<file path="src/rtl/me_scheduler.sv">
// SHA-256 message schedule sequencer: loads 16 words, streams W_0..W_63 to MC, then republishes MC's 8 hash words as a digest stream.
// Latency: W_0 appears the cycle after M_15 is accepted; the digest follows 64 cycles later at one word per cycle, valid one cycle after each OUTPUT cycle.
// Backpressure: msg_ready_out is high only in IDLE/LOAD and decodes from state alone; there is no stall downstream. ME_BSWAP_EN byte-reverses input words.
module me_scheduler #(
  parameter int DATA_WIDTH = 32
) (
  input  logic                  clk,
  input  logic                  rst_n,
  input  logic [DATA_WIDTH-1:0] msg_in,
  input  logic                  msg_valid_in,
  output logic                  msg_ready_out,
  input  logic [DATA_WIDTH-1:0] hash_in,
  output logic [DATA_WIDTH-1:0] data_out,
  output logic [2:0]            FSM_core_out,
  output logic [6:0]            core_count_out,
  output logic [DATA_WIDTH-1:0] digest_out,
  output logic [2:0]            digest_idx_out,
  output logic                  digest_dv_out,
  output logic                  busy_out
);

  typedef enum logic [2:0] {
    IDLE    = 3'b000,
    LOAD    = 3'b001,
    COMPUTE = 3'b011,
    OUTPUT  = 3'b100
  } state_t;

  state_t                state, state_nxt;
  logic [3:0]            load_cnt;
  logic [DATA_WIDTH-1:0] win [16];
  logic [DATA_WIDTH-1:0] word_in;
  logic [DATA_WIDTH-1:0] w_new;
  logic                  accept;

  function automatic logic [31:0] rotr(input logic [31:0] x, input int n);
    return (x >> n) | (x << (32 - n));
  endfunction

  function automatic logic [31:0] sig0(input logic [31:0] x);
    return rotr(x, 7) ^ rotr(x, 18) ^ (x >> 3);
  endfunction

  function automatic logic [31:0] sig1(input logic [31:0] x);
    return rotr(x, 17) ^ rotr(x, 19) ^ (x >> 10);
  endfunction

`ifdef ME_BSWAP_EN
  assign word_in = {msg_in[7:0], msg_in[15:8], msg_in[23:16], msg_in[31:24]};
`else
  assign word_in = msg_in;
`endif

  assign msg_ready_out = (state == IDLE) || (state == LOAD);
  assign accept        = msg_valid_in && msg_ready_out;
  assign FSM_core_out  = state;
  // win[i] holds W_{t+i}, so the next word needs taps 14, 9, 1 and 0
  assign w_new = sig1(win[14]) + win[9] + sig0(win[1]) + win[0];

  always_ff @(posedge clk or negedge rst_n) begin
    if (!rst_n) state <= IDLE;
    else        state <= state_nxt;
  end

  always_comb begin
    state_nxt = state;
    case (state)
      IDLE:    if (accept) state_nxt = LOAD;
      LOAD:    if (accept && load_cnt == 4'd15) state_nxt = COMPUTE;
      COMPUTE: if (core_count_out == 7'd63) state_nxt = OUTPUT;
      OUTPUT:  if (core_count_out == 7'd7) state_nxt = IDLE;
      default: state_nxt = IDLE;
    endcase
  end

  always_ff @(posedge clk or negedge rst_n) begin
    if (!rst_n) begin
      for (int i = 0; i < 16; i++) win[i] <= '0;
      load_cnt       <= '0;
      core_count_out <= '0;
      data_out       <= '0;
      digest_out     <= '0;
      digest_idx_out <= '0;
      digest_dv_out  <= 1'b0;
      busy_out       <= 1'b0;
    end else begin
      if (accept) begin
        for (int i = 0; i < 15; i++) win[i] <= win[i+1];
        win[15]  <= word_in;
        load_cnt <= (state == IDLE) ? 4'd1 : load_cnt + 4'd1;
      end else if (state == COMPUTE) begin
        for (int i = 0; i < 15; i++) win[i] <= win[i+1];
        win[15] <= w_new;
      end

      if (state_nxt != state)
        core_count_out <= '0;
      else if (state == COMPUTE || state == OUTPUT)
        core_count_out <= core_count_out + 7'd1;
      else
        core_count_out <= '0;

      // win[1] becomes win[0] on this edge, so it is the next W_t
      data_out <= (state_nxt == COMPUTE) ? win[1] : '0;
      busy_out <= (state_nxt == COMPUTE) || (state_nxt == OUTPUT);

      if (state == OUTPUT) begin
        digest_out     <= hash_in;
        digest_idx_out <= core_count_out[2:0];
        digest_dv_out  <= 1'b1;
      end else begin
        digest_dv_out  <= 1'b0;
      end
    end
  end

endmodule

</file>
<file path="config.mk">
export PLATFORM = sky130hd
export DESIGN_NAME = me_scheduler
export DESIGN_NICKNAME = d
export VERILOG_FILES = /design/src/rtl/me_scheduler.sv
export SDC_FILE = /design/constraint.sdc
export NUM_CORES = 1
export LEC_CHECK = 0
export ABC_AREA = 0
export BUFFER_PORTS_ARGS = -buffer_cell sky130_fd_sc_hd__buf_2
export CORE_MARGIN = 1
export CORE_UTILIZATION = 57
export CTS_BUF_LIST = sky130_fd_sc_hd__clkbuf_2 sky130_fd_sc_hd__clkbuf_4 sky130_fd_sc_hd__clkbuf_8
export DETAILED_ROUTE_END_ITERATION = 8
export GPL_ROUTABILITY_DRIVEN = 0
export GPL_TIMING_DRIVEN = 0
export HOLD_SLACK_MARGIN = 0.1
export PLACE_DENSITY = 0.78
export SYNTH_ARGS = -nofsm -noshare
export SYNTH_HDL_FRONTEND = slang
export SYNTH_SLANG_ARGS = --single-unit
</file>
<file path="constraint.sdc">
create_clock -name clk -period 3.8 [get_ports clk]
set_input_delay 0.76 -clock clk [delete_from_list [all_inputs] [get_ports clk]]
set_output_delay 0.76 -clock clk [all_outputs]
set_load 0.01 [all_outputs]
</file>
==> run summary <==
status: finished with violations
violated checks: design-rule violations, negative setup slack
reg-to-reg startpoint: win[53]
vias in the first global route: 21,467
WP data arrival: 4860 ps
maximum vdd drop: 0.405 mV
initial antenna violation count: 4
min cycle time layout: 4320 ps
Die W: 219 um
area of the multi-input gates: 11,700 um^2
design area: 31,800 um^2
io pins: 147
yosys warns: 0
Clock Skews: 42.0 ps
flip-flop and latch area: 14,900 um^2
Rows: 78
WL final: 79,300 um
Final ANT Viol Nets: 0
routed vias: 22,078
Post-Syn Instances: 2,906
CTS Hold Buffers Added: 0
commonest non-fill, non-tap cell in the layout: nand2_1
Layout Area Growth over Synthesis: 19.2%
Slew HR: 16.1%
global-route usage over all layers: 31.9%
mapped cell area: 26,700 um^2
Starting Density: 58.4%
Die Y: 219 um
Synth Register Bits: 595
Hold WC Path Type: primary input to async pin
post-DP HPWL: 51,700 um
vias per cell: 5.72
Syn Nets: 3,068
Main synth FF type: dfrtp_1
Pwr Density: 381 nW/um^2
Final Cycle Share: 114%
Synth area leaders: dfrtp_1 56%, nand2_1 19%, fa_1 4.6%
DRC: 1
Slew Viols, Final: 0
crit path launch type: register
post-synthesis cell type count: 66
Crit path required time: 4340 ps
per-cell routed wire length: 20.6 um
die area: 47,700 um^2
Seq/Total Area, Yosys: 55.7%
GR Overflow Total: 0
ys async rst share: 100%
1st-iter DRT viols: 2,572
Static Leakage: 15.9 nW
CTS sink cnt: 595
Max Buffers Root-to-Sink: 3
reg2reg end: win[26]
H-tree Lvls: 3
leading area contributor after synthesis: dfrtp_1
RSZ-0062 raised after global routing: true
post-route setup TNS: -9630 ps
total CTS buffers: 92
CP Class: register to register
core area: 45,800 um^2
Post-Syn Area per Cell: 9.19 um^2
Crit. End Element: register
Cell Area, Placed: 28,300 um^2
largest net degree at the start of global routing: 133
maxcap violations: 0
Final Hold Vio Count: 0
CTS tree: yes
nets: 3,351
fillcell total: 3,137
CTS root buf: clkbuf_8
fin worst setup slack: -521 ps
post-synth top area share: 55.7%
Post-synth EDFFs: 0
Clk Latency, worst-skew pair: 710 ps
commonest non-fill, non-tap cells in the layout: 1,317 x nand2_1, 573 x dfrtp_1, 145 x buf_2
port bufs: 146
FF-to-FF path depth: 15
Clock Pin Slew Worst Setup and Hold Paths: 60 ps
crit path max fanout: 4
r2r setup slk: -520 ps
drt pass-1 iters: 9
share of layout cells above drive strength 1: 18.7%
Slew @ Worst Pin: 1240 ps
Final Setup Violations: 26
first-pass GRT wire length: 115,000 um
FMAX: 231 MHz
-- worst max-delay path: stages (launching register included) --
cell       delay, ps
dfrtp_2          480
buf_4            170
xor2_2           160
xnor2_2          260
fa_1             510
fa_1             560
inv_2             70
ha_4             290
nand2_4           50
or3_4            390
a2111oi_4        440
nor4b_2           90
buf_4            180
o31ai_4          220
xnor2_2          190
o21ai_1          100
-- synth_stat cells (5+ instances only) --
master / instances
o21a_1: 6
buf_4: 6
and2_1: 33
a31oi_1: 9
xnor2_1: 84
clkbuf_1: 171
nand2_1: 1324
xor2_1: 60
dfrtp_1: 595
nor3_1: 9
a21oi_1: 50
nand3_1: 15
nand4_1: 11
nor2_1: 45
a22oi_1: 13
fa_1: 62
a21o_1: 9
a221oi_1: 5
mux2_2: 37
inv_1: 131
o21ai_0: 118
ha_1: 33
-- state kept, by name (all words and copies together) (netlist names) --
register        flops
win               512
busy_out            1
data_out           32
FSM_core_out        3
digest_idx_out      3
digest_dv_out       1
core_count_out      7
load_cnt            4
digest_out         32
-- logic make-up (layout without fill, tap and decap cells) --
| logic type | count (synthesis) | in the layout | share of synthesized area, % |
|---|---|---|---|
| AO/OA/AOI/OAI | 252 | 252 | 5.68 |
| XOR/XNOR | 144 | 144 | 4.72 |
| flip-flops | 595 | 595 | 55.7 |
| multiplexers | 38 | 38 | 1.60 |
| AND/OR/NAND/NOR | 1462 | 1462 | 21.4 |
| buffers and inverters | 320 | 671 | 4.69 |
| other | 0 | 1 | 0 |
| adder cells (fa/ha/maj) | 95 | 95 | 6.19 |
-- per-stage QoR --
step           util [%]  hold slack, ps  setup WS (ps)  total power [mW]  std cells
6_report           69.6             149           -521              12.1       3858
5_1_grt            69.6             169           -558              12.5       3858
4_1_cts            67.9             162           -267              12.2       3835
3_5_place_dp       61.9             448           -753              6.63       3656
3_3_place_gp       61.6             446          -9460              6.61       3652
2_1_floorplan         -             439           3.68              6.45       2906
-- layer usage --
layer  share of wire [%]  GRT usage (%)  routed length [um]
met2                  44           47.8               35000
met1                  37           42.3               29300
met4                 7.9           17.6                6240
met3                  11           8.80                8720
met5               0.029              0                  23
-- worst max path at each step --
| stage | from | end | cells after the start |
|---|---|---|---|
| floorplan | win[55] | win[24] | 13 |
| global placement | rst_n | win[19] | 1 |
| detailed placement | win[50] | win[25] | 16 |
| CTS | win[53] | win[26] | 14 |
| global route | win[53] | win[21] | 14 |
| finish | win[53] | win[26] | 15 |
-- power by group --
| part | leakage (nW) | internal (mW) | switching (mW) | total (mW) |
|---|---|---|---|---|
| Combinational | 7.94 | 0.0369 | 0.133 | 0.170 |
| Clock | 1.03 | 3.10 | 2.51 | 5.61 |
| Sequential | 6.94 | 6.34 | 0 | 6.34 |
| Total | 15.9 | 9.48 | 2.65 | 12.1 |
-- repair_timing --
| item | 4_1_cts | 5_1_grt |
|---|---|---|
| resized for setup | 129 | 105 |
| endpoints found under the hold margin | 0 | 0 |
| pin swaps | 64 | 93 |
| buffers inserted | 36 | 34 |
| setup endpoints to repair | 25 | 26 |
-- final cells by class --
| class | instances | area share (%) |
|---|---|---|
| Clock inverter | 10 | 0.232 |
| Multi-Input combinational cell | 1991 | 36.6 |
| Tap cell | 600 | 2.36 |
| Antenna cell | 1 | 0.00786 |
| Inverter | 132 | 1.56 |
| Clock buffer | 152 | 5.88 |
| Sequential cell | 595 | 46.8 |
| Timing Repair Buffer | 219 | 4.50 |
| Buffer | 158 | 2.00 |
No activity file was read; power rests on OpenSTA's default activity.
